==> src/rtl/rsp_s2_dma_ahbic_in_stage_if.sv <==
// AHB input-stage bus bundle: master-side address/response and decoder-side address/response.
// Latency: none, wires only.
// Backpressure: carries HREADYS/HREADYOUTS and the decoder's readyout_in/active_in grant.
interface rsp_s2_dma_ahbic_in_stage_if;
    logic        HSELS;
    logic [31:0] HADDRS;
    logic [1:0]  HTRANSS;
    logic        HWRITES;
    logic [2:0]  HSIZES;
    logic [2:0]  HBURSTS;
    logic [3:0]  HPROTS;
    logic        HREADYS;
    logic        HREADYOUTS;
    logic [1:0]  HRESPS;

    logic        active_in;
    logic        readyout_in;
    logic [1:0]  resp_in;
    logic        sel_in;
    logic [31:0] addr_in;
    logic [1:0]  trans_in;
    logic        write_in;
    logic [2:0]  size_in;
    logic [2:0]  burst_in;
    logic [3:0]  prot_in;
    logic        ready_in;

    modport slave (
        input  HSELS, HADDRS, HTRANSS, HWRITES, HSIZES, HBURSTS, HPROTS, HREADYS,
        input  active_in, readyout_in, resp_in,
        output sel_in, addr_in, trans_in, write_in, size_in, burst_in, prot_in, ready_in,
        output HREADYOUTS, HRESPS
    );

    modport master (
        output HSELS, HADDRS, HTRANSS, HWRITES, HSIZES, HBURSTS, HPROTS, HREADYS,
        output active_in, readyout_in, resp_in,
        input  sel_in, addr_in, trans_in, write_in, size_in, burst_in, prot_in, ready_in,
        input  HREADYOUTS, HRESPS
    );
endinterface

==> src/rtl/rsp_s2_dma_ahbic_in_stage.sv <==
// AHB interconnect input stage: holds an address phase until the decoder grants this port.
// Latency: zero when granted in the address cycle, else N+1 wait states (N = cycles without grant).
// Backpressure: HREADYOUTS held low while pending; RSP_S2_DMA_AHBIC_HOLD_CNT_EN adds the hold counter.
module rsp_s2_dma_ahbic_in_stage #(
    parameter int HOLD_CNT_W = 8
) (
    input  logic                  HCLK,
    input  logic                  HRESET,
    rsp_s2_dma_ahbic_in_stage_if.slave bus,
    output logic [HOLD_CNT_W-1:0] hold_cnt
);

    typedef struct packed {
        logic [31:0] addr;
        logic [1:0]  trans;
        logic        write;
        logic [2:0]  size;
        logic [2:0]  burst;
        logic [3:0]  prot;
    } hdr_t;

    typedef enum logic {
        IDLE = 1'b0,
        PEND = 1'b1
    } state_t;

    state_t state_q, state_d;
    logic   data_valid_q, data_valid_d;
    hdr_t   hold_q, live_hdr, out_hdr;
    logic   valid_new, capture;
    logic   out_sel, out_ready, out_readyout;
    logic [1:0] out_resp;

    // NONSEQ and SEQ both have HTRANS[1] set; IDLE/BUSY never qualify.
    assign valid_new = bus.HSELS & bus.HTRANSS[1] & bus.HREADYS;
    assign live_hdr  = {bus.HADDRS, bus.HTRANSS, bus.HWRITES, bus.HSIZES, bus.HBURSTS, bus.HPROTS};

    always_ff @(posedge HCLK) begin
        if (HRESET) begin
            state_q      <= IDLE;
            data_valid_q <= 1'b0;
            hold_q       <= '0;
        end else begin
            state_q      <= state_d;
            data_valid_q <= data_valid_d;
            if (capture) hold_q <= live_hdr;
        end
    end

    always_comb begin
        state_d      = state_q;
        data_valid_d = data_valid_q;
        capture      = 1'b0;
        out_sel      = bus.HSELS;
        out_hdr      = live_hdr;
        out_ready    = bus.HREADYS;
        out_readyout = data_valid_q ? bus.readyout_in : 1'b1;
        out_resp     = data_valid_q ? bus.resp_in : 2'b00;
        case (state_q)
            IDLE: begin
                if (valid_new && !bus.active_in) begin
                    state_d      = PEND;
                    capture      = 1'b1;
                    data_valid_d = 1'b0;
                end else if (valid_new) begin
                    data_valid_d = 1'b1;
                end else if (bus.readyout_in) begin
                    data_valid_d = 1'b0;
                end
            end
            PEND: begin
                // Master inputs are ignored here; only the grant moves us on.
                out_sel      = 1'b1;
                out_hdr      = hold_q;
                out_ready    = 1'b1;
                out_readyout = 1'b0;
                out_resp     = 2'b00;
                if (bus.active_in) begin
                    state_d      = IDLE;
                    data_valid_d = 1'b1;
                end
            end
        endcase
    end

    assign bus.sel_in     = out_sel;
    assign bus.addr_in    = out_hdr.addr;
    assign bus.trans_in   = out_hdr.trans;
    assign bus.write_in   = out_hdr.write;
    assign bus.size_in    = out_hdr.size;
    assign bus.burst_in   = out_hdr.burst;
    assign bus.prot_in    = out_hdr.prot;
    assign bus.ready_in   = out_ready;
    assign bus.HREADYOUTS = out_readyout;
    assign bus.HRESPS     = out_resp;

`ifdef RSP_S2_DMA_AHBIC_HOLD_CNT_EN
    logic [HOLD_CNT_W-1:0] cnt_q;

    // Counts ungranted PEND cycles, so the grant cycle itself is not included.
    always_ff @(posedge HCLK) begin
        if (HRESET) begin
            cnt_q <= '0;
        end else if (capture) begin
            cnt_q <= '0;
        end else if (state_q == PEND && !bus.active_in && cnt_q != {HOLD_CNT_W{1'b1}}) begin
            cnt_q <= cnt_q + {{(HOLD_CNT_W-1){1'b0}}, 1'b1};
        end
    end

    assign hold_cnt = cnt_q;
`else
    assign hold_cnt = '0;
`endif

endmodule

==> src/flat_wrapper.sv <==
// flat-port wrapper written by rule: the top's interface ports become plain ports
module rsp_s2_dma_ahbic_in_stage_flat 
#(
    parameter int HOLD_CNT_W = 8
)
  (HCLK, HRESET, hold_cnt, bus_HSELS, bus_HADDRS, bus_HTRANSS, bus_HWRITES, bus_HSIZES, bus_HBURSTS, bus_HPROTS, bus_HREADYS, bus_active_in, bus_readyout_in, bus_resp_in, bus_sel_in, bus_addr_in, bus_trans_in, bus_write_in, bus_size_in, bus_burst_in, bus_prot_in, bus_ready_in, bus_HREADYOUTS, bus_HRESPS);
  rsp_s2_dma_ahbic_in_stage_if bus_i ();
  input  logic HCLK;
  input  logic HRESET;
  output logic [HOLD_CNT_W-1:0] hold_cnt;
  input wire logic [$bits(bus_i.HSELS)-1:0] bus_HSELS;
  input wire logic [$bits(bus_i.HADDRS)-1:0] bus_HADDRS;
  input wire logic [$bits(bus_i.HTRANSS)-1:0] bus_HTRANSS;
  input wire logic [$bits(bus_i.HWRITES)-1:0] bus_HWRITES;
  input wire logic [$bits(bus_i.HSIZES)-1:0] bus_HSIZES;
  input wire logic [$bits(bus_i.HBURSTS)-1:0] bus_HBURSTS;
  input wire logic [$bits(bus_i.HPROTS)-1:0] bus_HPROTS;
  input wire logic [$bits(bus_i.HREADYS)-1:0] bus_HREADYS;
  input wire logic [$bits(bus_i.active_in)-1:0] bus_active_in;
  input wire logic [$bits(bus_i.readyout_in)-1:0] bus_readyout_in;
  input wire logic [$bits(bus_i.resp_in)-1:0] bus_resp_in;
  output wire logic [$bits(bus_i.sel_in)-1:0] bus_sel_in;
  output wire logic [$bits(bus_i.addr_in)-1:0] bus_addr_in;
  output wire logic [$bits(bus_i.trans_in)-1:0] bus_trans_in;
  output wire logic [$bits(bus_i.write_in)-1:0] bus_write_in;
  output wire logic [$bits(bus_i.size_in)-1:0] bus_size_in;
  output wire logic [$bits(bus_i.burst_in)-1:0] bus_burst_in;
  output wire logic [$bits(bus_i.prot_in)-1:0] bus_prot_in;
  output wire logic [$bits(bus_i.ready_in)-1:0] bus_ready_in;
  output wire logic [$bits(bus_i.HREADYOUTS)-1:0] bus_HREADYOUTS;
  output wire logic [$bits(bus_i.HRESPS)-1:0] bus_HRESPS;
  assign bus_i.HSELS = bus_HSELS;
  assign bus_i.HADDRS = bus_HADDRS;
  assign bus_i.HTRANSS = bus_HTRANSS;
  assign bus_i.HWRITES = bus_HWRITES;
  assign bus_i.HSIZES = bus_HSIZES;
  assign bus_i.HBURSTS = bus_HBURSTS;
  assign bus_i.HPROTS = bus_HPROTS;
  assign bus_i.HREADYS = bus_HREADYS;
  assign bus_i.active_in = bus_active_in;
  assign bus_i.readyout_in = bus_readyout_in;
  assign bus_i.resp_in = bus_resp_in;
  assign bus_sel_in = bus_i.sel_in;
  assign bus_addr_in = bus_i.addr_in;
  assign bus_trans_in = bus_i.trans_in;
  assign bus_write_in = bus_i.write_in;
  assign bus_size_in = bus_i.size_in;
  assign bus_burst_in = bus_i.burst_in;
  assign bus_prot_in = bus_i.prot_in;
  assign bus_ready_in = bus_i.ready_in;
  assign bus_HREADYOUTS = bus_i.HREADYOUTS;
  assign bus_HRESPS = bus_i.HRESPS;
  rsp_s2_dma_ahbic_in_stage #(.HOLD_CNT_W(HOLD_CNT_W)) u_core (.HCLK(HCLK), .HRESET(HRESET), .bus(bus_i), .hold_cnt(hold_cnt));
endmodule
==> config.mk <==
export PLATFORM = sky130hd
export DESIGN_NAME = rsp_s2_dma_ahbic_in_stage_flat
export DESIGN_NICKNAME = d
export VERILOG_FILES = /design/src/rtl/rsp_s2_dma_ahbic_in_stage_if.sv /design/src/rtl/rsp_s2_dma_ahbic_in_stage.sv /design/src/flat_wrapper.sv
export SDC_FILE = /design/constraint.sdc
export NUM_CORES = 1
export LEC_CHECK = 0
export ABC_AREA = 0
export CAP_MARGIN = 5
export CORE_ASPECT_RATIO = 1.5
export CORE_MARGIN = 2
export CORE_UTILIZATION = 39
export CTS_BUF_LIST = sky130_fd_sc_hd__clkbuf_16
export CTS_CLUSTER_DIAMETER = 30
export DETAILED_ROUTE_END_ITERATION = 10
export PLACE_DENSITY = 0.83
export SLEW_MARGIN = 20
export SYNTH_ARGS = -nofsm -noshare
export SYNTH_HDL_FRONTEND = slang
export SYNTH_SLANG_ARGS = --single-unit
==> constraint.sdc <==
create_clock -name HCLK -period 1.2 [get_ports HCLK]
set_clock_uncertainty 0.05 [all_clocks]
set_input_delay 0.12 -clock HCLK [delete_from_list [all_inputs] [get_ports HCLK]]
set_output_delay 0.12 -clock HCLK [all_outputs]
set_load 0.005 [all_outputs]
==> metrics.md <==
| Metric | Value |
|---|---|
| Design area | 4680 um2 |
| Hold Crit Class | input pin to register |
| Hold Violations, Final | 0 |
| Pwr dens | between 800 and 900 nW/um2 |
| Area leader, netlist | dfxtp_1 |
| Max_cap viols | 0 |
| Fmax | slightly above 0.6 GHz |
| Top cells by count, synth | 89 x nand2b_1, 47 x dfxtp_1, 44 x mux2_2, 44 x mux2i_1, 11 x clkbuf_1 |
| Post-Layout Cell Count | between 400 and 500 |
| Vias per cell | 4.89 |
| Area delta synth->final | 68.7% |
| Top cells by area, synth | dfxtp_1 34%, nand2b_1 20%, mux2_2 18%, mux2i_1 16%, buf_12 2.9% |
| Starting Density | between 40% and 50% |
| Number of synthesized flops with an enable pin | 0 |
| Hold slack | just over 300 ps |
| Synth cell types | 22 |
| Startpoint types | register |
| Rows | 37 |
| # IOs | between 100 and 150 |
| # DRC | 0 |
| Critical Path RT | 1030 ps |
| Fraction of synthesis flops using an asynchronous set or reset pin | 0% |
| Post-layout util | approximately two thirds |
| ANT cells | 0 |
| Clock transition at path regs | around 60 ps |
| Reg2reg end | u_core.hold_q[2] |
| Gate Count Post-Synth | between 200 and 300 |
| Unrepaired setup endpoints after global routing | true |
| Status | finished with violations |
| Fraction of layout instances using a drive strength above 1 | about 40% |
| Most numerous cell in the Yosys netlist | nand2b_1 |
| Setup WS pre-CTS | -448 ps |
| Cell count after placement | between 400 and 500 |
| DRT Pass-1 Iters | 4 |
| #FFs+latches synth | 47 |
| Die area | between 7000 and 8000 um2 |
| Crit. End Element | output pin |
| Yosys top cell area share | between 30% and 40% |
| CTS Hold Bufs | 0 |
| Peak supply drop | around 0.00062 V |
| Die width | approximately 73 um |
| Largest net degree at the start of global routing | 93 |
| Detail Route Antenna Nets | 0 |
| CTS tree | done |
| Yosys warns | 0 |
| Routed wire length | ~7.8 mm |
| Worst EP arrival | ~1500 ps |
| Post-Syn Area | 2770 um2 |
| Crit-path max FO | 8 |
| Core ar. | between 6000 and 7000 um2 |
| GRT overflow | 0 |
| Final Max Slew Viols | 0 |
| Syn avg cell area | slightly above 10 um2 |
| Port buffer count | 102 |
| Die H | around 110 um |
| Total number of vias | 2415 |
| Clock Tree Buf Depth | 2 |
| Critical path class | register to output pin |
| Root Buffer | clkbuf_16 |
| Initial DRC Count | between 80 and 90 |
| Final setup vio count | 96 |
| Failing checks | setup timing |
| Final nets | around 470 |
| Clock Latency Late Sink | approximately 280 ps |
| Clock sinks | 47 |
| CTS Buf Count | 5 |
| Vias in the first global route | 2481 |
| Setup WS post-layout | -432 ps |
| Sequential area share after synthesis | 34.0% |
| Initial antenna violation count | 0 |
| R2R Path Start | u_core.state_q |
| Hold Startpoint | HRESET |
| First-pass GRT wire length | around 12 mm |
| R2R depth | 8 |
| Min-Delay Path Depth | 3 |
| Pleak | 1.95 nW |
| Per-cell routed wire length | around 16 um |
| Min cycle time layout | about 1600 ps |
| H-Tree Depth | 2 |
| Primary FF master, synth | dfxtp_1 |
| Dpl hpwl | ~4.6 mm |
| Fillcell total | between 500 and 600 |
| Total Routing Usage GR | a little under a fifth |
| Min-Delay Endpoint | u_core.state_q |
| DP Area | between 3000 and 4000 um2 |
| Routability cong. | ~0.69 |
| FF-to-FF setup slack | -390 ps |
| Final worst-path cycle share | 136% |
-- logic make-up (layout without fill, tap and decap cells) --
logic type             count (synthesis)  after routing  share of synthesized area, %
buffers and inverters                 30            169                          8.22
multiplexers                          88             88                          33.8
flip-flops                            47             47                          34.0
AO/OA/AOI/OAI                          5              5                          1.31
other                                  1              8                         0.135
AND/OR/NAND/NOR                       99             99                          22.6
-- registers in the layout (all words and copies together) (netlist names) --
register and flops:
u_core.state_q 1, u_core.hold_q 45, u_core.data_valid_q 1
-- cell type report --
type                       count  area [um2]  area share, %
multi-input combinational    200        1800           38.4
timing repair buffer         160        1700           36.3
sequential                    47         945           20.2
clock buffer                   5         125           2.68
tap                           78        97.6           2.09
clock inverter                 3        11.3          0.241
inverter                       1        3.75         0.0803
-- what timing repair did --
action	CTS	global route
setup endpoints to repair	96	97
pin swaps	1	3
setup buffers	22	6
cloned	6	0
gates resized for setup	269	40
-- placed cells by master (no fill, tap or decap), drive strengths merged --
cell type / Yosys / layout
buf: 18 / 109
nand2b: 90 / 90
clkdlybuf4s50: 0 / 51
dfxtp: 47 / 47
mux2i: 44 / 44
mux2: 44 / 44
conb: 1 / 8
clkbuf: 11 / 5
nand2: 3 / 3
and3b: 2 / 2
inv: 1 / 2
clkinv: 0 / 2
or2: 2 / 2
nor3: 2 / 2
a21oi: 1 / 1
o21ba: 1 / 1
o221ai: 1 / 1
a31oi: 1 / 1
o22ai: 1 / 1
-- worst max-delay path: stages, from the launching register on --
cell and delay [ps]:
dfxtp_4 350, buf_12 130, buf_12 130, buf_8 140
mux2_4 300, buf_6 120
-- stage by stage --
stage,power (mW),setup TNS (ps)
after floorplan,1.98,-4710
after global placement,2.42,-31720
after global routing,4.04,-38120
after CTS,3.83,-34520
final,3.87,-34390
after detailed placement,2.44,-34840
-- layer usage --
layer / vias up / part of all wire [%] / track usage, %
li1: 1177 / - / -
met1: 1155 / 37 / 20.0
met4: 0 / 0.97 / 3.84
met3: 4 / 4.8 / 3.67
met5: - / 0 / 0
met2: 79 / 57 / 37.9
-- worst max path at each step --
stage / from / end / slack, ps
global route: u_core.state_q / u_core.hold_q[5] / -470
floorplan: u_core.state_q / u_core.hold_q[0] / -120
CTS: u_core.state_q / bus_addr_in[10] / -440
global placement: bus_HTRANSS[1] / u_core.hold_q[28] / -370
finish: u_core.state_q / bus_addr_in[5] / -430
detailed placement: bus_HTRANSS[1] / u_core.hold_q[22] / -450
-- power breakdown --
part | leakage (nW) | switching (mW) | internal (mW)
Sequential | 0.381 | 0.0213 | 1.59
Combinational | 1.50 | 0.304 | 0.643
Clock | 0.0701 | 0.554 | 0.751
Total | 1.95 | 0.880 | 2.99
No activity file was read; power rests on OpenSTA's default activity.
